`src/rtl/pkt_slot_allocator_pkg.sv`:
```
// Shared packet-buffer constants and the slot allocator state type.
package pkt_slot_allocator_pkg;

    localparam int unsigned PKT_NUM    = 32;
    localparam int unsigned PKT_AWIDTH = $clog2(PKT_NUM);

    typedef enum logic [1:0] {
        WAIT_STABLE,
        INIT,
        RUN
    } slot_alloc_state_t;

endpackage

```
`src/rtl/pkt_slot_allocator_arb.sv`:
```
// Two-requester round-robin arbiter; priority flips only on a contested grant.
module rr_arbiter2 (
    input  logic clk,
    input  logic rst_n,
    input  logic i_en,
    input  logic i_req_a,
    input  logic i_req_b,
    output logic o_gnt_a,
    output logic o_gnt_b
);

    logic r_prio_b;
    logic w_contest;

    assign o_gnt_a   = i_en && i_req_a && (!i_req_b || !r_prio_b);
    assign o_gnt_b   = i_en && i_req_b && (!i_req_a ||  r_prio_b);
    assign w_contest = i_en && i_req_a && i_req_b;

    always_ff @(posedge clk or negedge rst_n) begin
        if (!rst_n) begin
            r_prio_b <= 1'b0;
        end else if (w_contest) begin
            r_prio_b <= !r_prio_b;
        end
    end

endmodule

```
`src/rtl/pkt_slot_allocator.sv`:
```
// Free-list of packet-buffer slot IDs: seeded after reset, allocated from the
// head, refilled from two round-robin arbitrated release ports.
module pkt_slot_allocator
    import pkt_slot_allocator_pkg::*;
#(
    parameter int unsigned NUM_SLOTS     = PKT_NUM,
    parameter int unsigned AWIDTH        = PKT_AWIDTH,
    parameter int unsigned STABLE_CYCLES = 50,
    parameter int unsigned LOW_WM        = 16
) (
    input  logic              clk,
    input  logic              rst_n,
    output logic              alloc_valid,
    output logic [AWIDTH-1:0] alloc_data,
    input  logic              alloc_ready,
    input  logic              free_a_valid,
    input  logic [AWIDTH-1:0] free_a_data,
    output logic              free_a_ready,
    input  logic              free_b_valid,
    input  logic [AWIDTH-1:0] free_b_data,
    output logic              free_b_ready,
    output logic              init_done,
    output logic [AWIDTH:0]   free_count,
    output logic              almost_empty,
    output logic              overflow_err
);

    localparam int unsigned SCW = (STABLE_CYCLES > 1) ? $clog2(STABLE_CYCLES) : 1;
    localparam logic [AWIDTH:0] CNT_ONE = (AWIDTH+1)'(1);

    slot_alloc_state_t r_state, w_next_state;

    logic [SCW-1:0]    r_settle;
    logic [AWIDTH-1:0] r_mem [NUM_SLOTS];
    logic [AWIDTH-1:0] r_rd_ptr, r_wr_ptr;
    logic [AWIDTH:0]   r_count, w_next_count;
    logic              r_init_done, r_almost_empty, r_overflow;
    logic              w_run, w_alloc, w_gnt_a, w_gnt_b, w_free_acc, w_full, w_wr_en;
    logic [AWIDTH-1:0] w_wr_data;

    assign w_run = (r_state == RUN);

    rr_arbiter2 u_arb (
        .clk     (clk),
        .rst_n   (rst_n),
        .i_en    (w_run),
        .i_req_a (free_a_valid),
        .i_req_b (free_b_valid),
        .o_gnt_a (w_gnt_a),
        .o_gnt_b (w_gnt_b)
    );

    assign free_a_ready = w_gnt_a;
    assign free_b_ready = w_gnt_b;
    assign w_free_acc   = w_gnt_a || w_gnt_b;
    assign w_full       = (r_count == (AWIDTH+1)'(NUM_SLOTS));
    assign alloc_valid  = w_run && (r_count != '0);
    assign alloc_data   = r_mem[r_rd_ptr];
    assign w_alloc      = alloc_valid && alloc_ready;

    assign init_done    = r_init_done;
    assign free_count   = r_count;
    assign almost_empty = r_almost_empty;
    assign overflow_err = r_overflow;

    always_ff @(posedge clk or negedge rst_n) begin
        if (!rst_n) begin
            r_state <= WAIT_STABLE;
        end else begin
            r_state <= w_next_state;
        end
    end

    always_comb begin
        w_next_state = r_state;
        unique case (r_state)
            WAIT_STABLE: if (r_settle == SCW'(STABLE_CYCLES - 1)) w_next_state = INIT;
            INIT:        if (r_wr_ptr == AWIDTH'(NUM_SLOTS - 1))  w_next_state = RUN;
            RUN:         w_next_state = RUN;
            default:     w_next_state = WAIT_STABLE;
        endcase
    end

    // Seeding reuses the write pointer as the ID; a free into a full list is dropped.
    always_comb begin
        w_wr_en      = 1'b0;
        w_wr_data    = r_wr_ptr;
        w_next_count = r_count;
        if (r_state == INIT) begin
            w_wr_en      = 1'b1;
            w_next_count = r_count + CNT_ONE;
        end else if (w_run) begin
            w_wr_en   = w_free_acc && !w_full;
            w_wr_data = w_gnt_a ? free_a_data : free_b_data;
            case ({w_wr_en, w_alloc})
                2'b10:   w_next_count = r_count + CNT_ONE;
                2'b01:   w_next_count = r_count - CNT_ONE;
                default: w_next_count = r_count;
            endcase
        end
    end

    always_ff @(posedge clk or negedge rst_n) begin
        if (!rst_n) begin
            r_settle       <= '0;
            r_rd_ptr       <= '0;
            r_wr_ptr       <= '0;
            r_count        <= '0;
            r_init_done    <= 1'b0;
            r_almost_empty <= 1'b1;
            r_overflow     <= 1'b0;
        end else begin
            if (r_state == WAIT_STABLE) r_settle <= r_settle + SCW'(1);
            if (w_wr_en)                r_wr_ptr <= r_wr_ptr + AWIDTH'(1);
            if (w_alloc)                r_rd_ptr <= r_rd_ptr + AWIDTH'(1);
            r_count        <= w_next_count;
            r_almost_empty <= (32'(w_next_count) < LOW_WM);
            if ((r_state == INIT) && (w_next_state == RUN)) r_init_done <= 1'b1;
            if (w_run && w_free_acc && w_full)              r_overflow  <= 1'b1;
        end
    end

    always_ff @(posedge clk) begin
        if (w_wr_en) r_mem[r_wr_ptr] <= w_wr_data;
    end

endmodule

```
`config.mk`:
```
export PLATFORM = sky130hd
export DESIGN_NAME = pkt_slot_allocator
export DESIGN_NICKNAME = d
export VERILOG_FILES = /design/src/rtl/pkt_slot_allocator_pkg.sv /design/src/rtl/pkt_slot_allocator_arb.sv /design/src/rtl/pkt_slot_allocator.sv
export SDC_FILE = /design/constraint.sdc
export NUM_CORES = 1
export LEC_CHECK = 0
export ABC_AREA = 1
export CAP_MARGIN = 30
export CORE_ASPECT_RATIO = 0.8
export CORE_MARGIN = 4
export CORE_UTILIZATION = 45
export CTS_CLUSTER_SIZE = 28
export DETAILED_ROUTE_END_ITERATION = 10
export PLACE_DENSITY = 0.62
export SETUP_SLACK_MARGIN = 0.02
export SLEW_MARGIN = 40
export SYNTH_ARGS = -nofsm -noshare
export SYNTH_HDL_FRONTEND = slang
export SYNTH_SLANG_ARGS = --single-unit
```
`constraint.sdc`:
```
create_clock -name clk -period 2.41 [get_ports clk]
set_clock_uncertainty 0.05 [all_clocks]
set_input_delay 0.3615 -clock clk [delete_from_list [all_inputs] [get_ports clk]]
set_output_delay 0.3615 -clock clk [all_outputs]
set_load 0.02 [all_outputs]
```
=== Word level (Yosys, flattened, before mapping) ===
Memory sizes are Yosys's and may differ from the RTL's.
Cells that the tools add are included.

* Bits in read-only memories: 0
* Latch bits: 0
* RAM bits: 160
* Memories: 1
* Logic and storage cells: 57
* Output and inout bits: 17
* Register bits: 28

{| class="wikitable"
|+ Memory list
! memory !! words !! width !! read ports !! clocked after Yosys merged registers in !! write ports !! RTL line !! source
|-
| r_mem || 32 || 5 || 1 || 0 || 1 || pkt_slot_allocator.sv:34 || <nowiki>logic [AWIDTH-1:0] r_mem [NUM_SLOTS];</nowiki>
|}

* Shift operators: 0
* $mul: 0
* Reduce and logical (&&, ||, !) cells: 20
* Div/mod/pow operators: 0
* Equal/unequal tests: 8
* Bitwise operators: 0
* Multiplexer cells: 13
* $lt $le $gt $ge: 1
* $add $sub $neg: 5

{| class="wikitable"
|+ Operator list
! kind !! count
|-
| 5-bit 2-to-1 mux || 3
|-
| 6-bit by 1-bit adder with 6-bit output (second input constant) || 2
|-
| 6-bit equality test (second input constant) || 2
|-
| 6-bit 2-to-1 mux || 2
|-
| 6-bit one-hot mux with 2 select lines || 1
|-
| 1-bit logical AND || 11
|-
| 5-bit by 1-bit adder with 5-bit output (second input constant) || 2
|-
| 2-bit equality test (second input constant) || 3
|-
| 6-bit by 5-bit less-than comparator with 1-bit output (second input constant) || 1
|-
| 2-bit one-hot mux with 3 select lines || 1
|-
| 6-bit nonzero test || 1
|-
| 6-bit by 1-bit subtractor with 6-bit output (second input constant) || 1
|-
| 5-bit equality test (second input constant) || 1
|-
| 2-bit by 1-bit equality test with 1-bit output (second input constant) || 2
|-
| 1-bit zero test || 4
|-
| 1-bit 2-to-1 mux || 4
|-
| 2-bit 2-to-1 mux || 2
|-
| 1-bit logical OR || 3
|-
| 2-bit zero test || 1
|}

=== Logic depth before layout (Yosys ltp) ===
Gate-level depths: netlist of run 1.

* Depth after elaboration: 10
* Mapped depth: 15
* Depth with buffers taken out: 15

=== By module ===
Synthesis of run 1 repeated with hierarchy kept, for this count alone.

* Cells, all modules: 778
* Area, all modules: 8489.4 um^2

{| class="wikitable"
|+ Modules (own cells, without submodules)
! module !! cells an instance !! instances !! area each (um^2)
|-
| pkt_slot_allocator || 768 || 1 || 8424.3
|-
| rr_arbiter2 || 10 || 1 || 65.1
|}

=== Worst setup path after synthesis of run 1 ===
No wires, ideal clock.

* Path type: register to register
* Start: reg r_state[0]
* End: mem r_mem[0][3] (netlist bit) (data pin)
* Setup slack: -0.228 ns
* Arrival: 2.207 ns
* Buffers on the path: 0
* Library setup time: 0.380 ns
* Data required time: 1.980 ns
* Cell stages (with the launch flop): 7
* Cells stage by stage: dfrtp_1 -> inv_1 -> ha_1 -> nand2_1 -> a21oi_2 -> o21ai_0 -> o22ai_1

* Cells in the longest elaborated chain, start to end: 6
* Elaborated cells on any way between the ends: 7
* Those cells by class: eq/ne: 2; mux: 3; reduce/logical: 2

{| class="wikitable"
|+ Ends and longest elaborated chain
! what !! RTL line !! source
|-
| start, declared || pkt_slot_allocator.sv:31 || <nowiki>slot_alloc_state_t r_state, w_next_state;</nowiki>
|-
| start signal, assigned || pkt_slot_allocator.sv:70 || <nowiki>r_state <= w_next_state;</nowiki>
|-
| 2-bit equality test || pkt_slot_allocator.sv:41 || <nowiki>assign w_run = (r_state == RUN);</nowiki>
|-
| 1-bit logical AND (2 in a row) || pkt_slot_allocator_arb.sv:15 || <nowiki>assign o_gnt_a = i_en && i_req_a && (!i_req_b || !r_prio_b);</nowiki>
|-
| named net free_a_ready || pkt_slot_allocator.sv:18 || <nowiki>output logic free_a_ready,</nowiki>
|-
| 5-bit 2-to-1 mux || pkt_slot_allocator.sv:94 || <nowiki>w_wr_data = w_gnt_a ? free_a_data : free_b_data;</nowiki>
|-
| 5-bit 2-to-1 mux || pkt_slot_allocator.sv:92 || <nowiki>end else if (w_run) begin</nowiki>
|-
| 5-bit 2-to-1 mux || pkt_slot_allocator.sv:89 || <nowiki>if (r_state == INIT) begin</nowiki>
|-
| named net w_wr_data[3] || pkt_slot_allocator.sv:39 || <nowiki>logic [AWIDTH-1:0] w_wr_data;</nowiki>
|-
| end, declared || pkt_slot_allocator.sv:34 ||
|}

The timed path passes the listed nets, and every way through them passes these cells.

=== Worst setup path in the final report of run 1 ===
* Start: reg r_rd_ptr[0]
* End: out alloc_data[1]

* Cells in the longest elaborated chain, start to end: 1

{| class="wikitable"
|+ Ends and longest elaborated chain
! what !! RTL line !! source
|-
| start, declared || pkt_slot_allocator.sv:35 || <nowiki>logic [AWIDTH-1:0] r_rd_ptr, r_wr_ptr;</nowiki>
|-
| start signal, assigned || pkt_slot_allocator.sv:115 || <nowiki>if (w_alloc) r_rd_ptr <= r_rd_ptr + AWIDTH'(1);</nowiki>
|-
| memory read 32 x 5 bit || -- ||
|-
| end, declared || pkt_slot_allocator.sv:14 || <nowiki>output logic [AWIDTH-1:0] alloc_data,</nowiki>
|}

Every way passes these cells.

==> impl_metrics.env, run 1 <==
export IMPL_dr_pass1_iters=5
export IMPL_cp_startpoint="r_rd_ptr[0]"
export IMPL_antenna_found_initial=0
export IMPL_ios=32
export IMPL_worstRegToRegCells=13
export IMPL_numCtsBuffers=17
export IMPL_clkSlewWorstSetupHoldPaths_ps=70
export IMPL_cp_num_buf_inv=5
export IMPL_syn_to_final_growth_pct=25.0
export IMPL_hold_class="in2async"
export IMPL_port_buffer_count=31
export IMPL_outcome="complete, but fails checks"
export IMPL_synth_avg_cell_area_um2=9.94
export IMPL_max_cap_viol_count=0
export IMPL_wl_per_cell_um=17.8
export IMPL_start_util_pct=46.6
export IMPL_grt_pass1_wl_mm=33.4
export IMPL_clock_root_buffer="clkbuf_16"
export IMPL_ant_nets=0
export IMPL_die_area_um2=21400
export IMPL_grt_max_degree=48
export IMPL_reg2reg_from="free_count[0]"
export IMPL_drt_iter0_drc=575
export IMPL_viasPerCell=5.21
export IMPL_max_freq_mhz=410
export IMPL_yosys_top_cells_area="edfxtp_1 (56%), nand2_1 (13%), dfrtp_1 (7.9%)"
export IMPL_synth_edf_count=160
export IMPL_cts_htree_levels=4
export IMPL_drive_above_1_share_pct=18.4
export IMPL_clock_path_buffers=2
export IMPL_final_cell_area_um2=10700
export IMPL_chipHeight_um=132
export IMPL_yosysWarnings=0
export IMPL_synth_seq_area_share_pct=64.0
export IMPL_ir_drop_mv=0.440
export IMPL_cp_end_kind="primary output"
export IMPL_r2r_end="free_count[2]"
export IMPL_synth_top_area_share_pct=55.9
export IMPL_finalNetCount=999
export IMPL_n_antenna_cell=0
export IMPL_gr_total_overflow=0
export IMPL_cts_sinks=188
export IMPL_period_needed_ps=2440
export IMPL_place_congestion=0.827
export IMPL_cts_tree="done"
export IMPL_critPathRequiredTime_ps=2000
export IMPL_syn_num_nets=897
export IMPL_cp_arrival_ps=2030
export IMPL_gr_usage_all_layers_pct=20.3
export IMPL_core_area_um2=18400
export IMPL_grt_pass1_vias=5964
export IMPL_drt_wl_total_mm=21.9
export IMPL_synth_area_um2=8600
export IMPL_reg2reg_slack_ps=180
export IMPL_tightest_slew_ps=446
export IMPL_synthArstFlopShare_pct=14.9
export IMPL_crit_fanout=6
export IMPL_syn_inst=865
export IMPL_cpMaxStageDelayCell="dfrtp_2"
export IMPL_crit_path_end="alloc_data[1]"
export IMPL_rsz0062_at_grt="true"
export IMPL_synth_top_flop_cell="edfxtp_1"
export IMPL_critPathKind="reg2out"
export IMPL_violations="setup timing"
export IMPL_start_kind="register"
export IMPL_vias=6418
export IMPL_final_hold_violation_count=0
export IMPL_setup_viol=4
export IMPL_clk_insertion_delay_late_ps=440
export IMPL_synth_seq_cells=188
export IMPL_placed_area_um2=9720
export IMPL_setup_ws_ps=-30.0
export IMPL_dp_hpwl_mm=13.6
export IMPL_drv_slew=0
export IMPL_fin_crit_sh_pct=101
export IMPL_critical_path_max_stage_delay_ps=410
export IMPL_synth_cell_type_count=32
export IMPL_power_density_nw_per_um2=579
export IMPL_die_width_um=163
export IMPL_p_leak_nw=4.22
export IMPL_slew_headroom_pct=70.2
export IMPL_drc_errors=0
export IMPL_row_count=44
export IMPL_finalPower_mw=6.22
export IMPL_crit_family="buffers and inverters"
export IMPL_cp_cell_sequence="buf_12, buf_8, clkbuf_16, nor2_4, nor2_1, o21ai_1, nand3_1, nand3_1, nand2_1, nand2_1, inv_2, buf_6"
export IMPL_path_depth=12
export IMPL_synth_area_leader_cell="edfxtp_1"
## sequential cells by signal, indices dropped and copies added (netlist names)
signal	flops
r_settle	6
r_mem	160
free_count	6
init_done	1
r_wr_ptr	5
almost_empty	1
u_arb.r_prio_b	1
r_rd_ptr	5
overflow_err	1
r_state	2
## kinds of logic (layout without fill, tap and decap cells)
logic type,Yosys count,count (layout),synth area share (%)
AND/OR/NAND/NOR,494,494,23.4
flip-flops,188,188,64.0
buffers and inverters,96,211,5.24
AO/OA/AOI/OAI,58,58,3.68
adder cells (fa/ha/maj),17,17,2.47
XOR/XNOR,12,12,1.22
## layer usage
layer	vias up	track usage [%]	part of all wire, %
met5	-	0	0
met4	0	4.98	1.3
met2	238	29.4	44
li1	3086	-	-
met1	3066	31.0	47
met3	28	4.92	7.0
## per-stage QoR
stage               hold slack (ps)  setup slack, ps  instances  util [%]  setup TNS, ps
detailed placement              412             10.4       1187      52.7              0
global route                    304             -123       1233      58.3           -548
finish                          259            -30.0       1233      58.3          -56.0
global placement                405             21.3       1187      52.7              0
CTS                             269             -112       1220      56.2           -513
floorplan                      15.9             75.2        865         -              0
## synthesized netlist by cell type (5+ instances only)
master / n
edfxtp_1: 160
a21oi_1: 14
nand3_1: 95
nor2_1: 93
o21ai_0: 24
nor3_1: 6
nand4_1: 5
buf_2: 15
nand2_1: 291
dfrtp_1: 27
ha_1: 17
inv_1: 57
o22ai_1: 6
o21ai_1: 7
buf_6: 8
xor2_1: 11
clkbuf_1: 5
## cell type report
type	count	area [um^2]
Timing Repair Buffer	116	1240
Sequential cell	188	5510
Fill cell	1574	7690
Clock buffer	21	450
Inverter	62	240
Multi-Input combinational cell	581	2870
Timing Repair inverter	1	6.26
Clock inverter	11	114
Tap cell	253	317
## placed cells by master, fill, tap and decap left out, types with 11 or more instances in the layout
master	count
nand2_1	281
o21ai_0	20
nand3_1	85
nor2_1	77
clkbuf_16	21
inv_1	55
clkdlybuf4s50_1	23
dfrtp_1	26
edfxtp_1	160
nand2_2	12
xor2_1	11
buf_12	14
buf_4	60
ha_1	16
## power by group
group | total (mW) | internal [mW] | switching (mW)
Sequential | 3.48 | 3.48 | 0.000665
Clock | 2.70 | 1.47 | 1.23
Combinational | 0.0427 | 0.0251 | 0.0176
Total | 6.22 | 4.97 | 1.25
## what timing repair did
action	in CTS	in global routing
hold buffers	0	0
resized for setup	31	77
setup endpoints to repair	8	58
gates cloned	1	8
pin swaps	1	31
buffers inserted	0	6
## worst reg2reg max path, cell delays in order, from the launching register on
cell      delay (ps)
dfrtp_1          390
inv_1             90
ha_1             160
nor3b_4          220
nand3_2          130
nand3_2          110
inv_2             50
ha_1             300
nor2_1           140
nor2_2            70
buf_4            130
inv_1             90
o211ai_1          90
a31oi_1          140
## worst min-delay path by stage
| stage | start | to | cells past startpoint |
|---|---|---|---|
| after floorplan | rst_n | free_count[0] | 0 |
| after global placement | init_done | init_done | 1 |
| after detailed placement | init_done | init_done | 1 |
| after CTS | rst_n | r_settle[5] | 2 |
| after global routing | rst_n | r_settle[2] | 2 |
| final | rst_n | free_count[4] | 2 |
Power figures use the tool's default switching activity.
==> inputs of run 2 (changes only) <==
--- a/config.mk
+++ b/config.mk
@@ -6,15 +6,15 @@
 export NUM_CORES = 1
 export LEC_CHECK = 0
 export ABC_AREA = 1
-export CAP_MARGIN = 30
 export CORE_ASPECT_RATIO = 0.8
 export CORE_MARGIN = 4
 export CORE_UTILIZATION = 45
 export CTS_CLUSTER_SIZE = 28
 export DETAILED_ROUTE_END_ITERATION = 10
+export HOLD_SLACK_MARGIN = 0.06
 export PLACE_DENSITY = 0.62
 export SETUP_SLACK_MARGIN = 0.02
-export SLEW_MARGIN = 40
+export SLEW_MARGIN = 20
 export SYNTH_ARGS = -nofsm -noshare
 export SYNTH_HDL_FRONTEND = slang
 export SYNTH_SLANG_ARGS = --single-unit
==> results of run 2 <==
The final DEF is identical to that of run 1; final timing and power are the same.
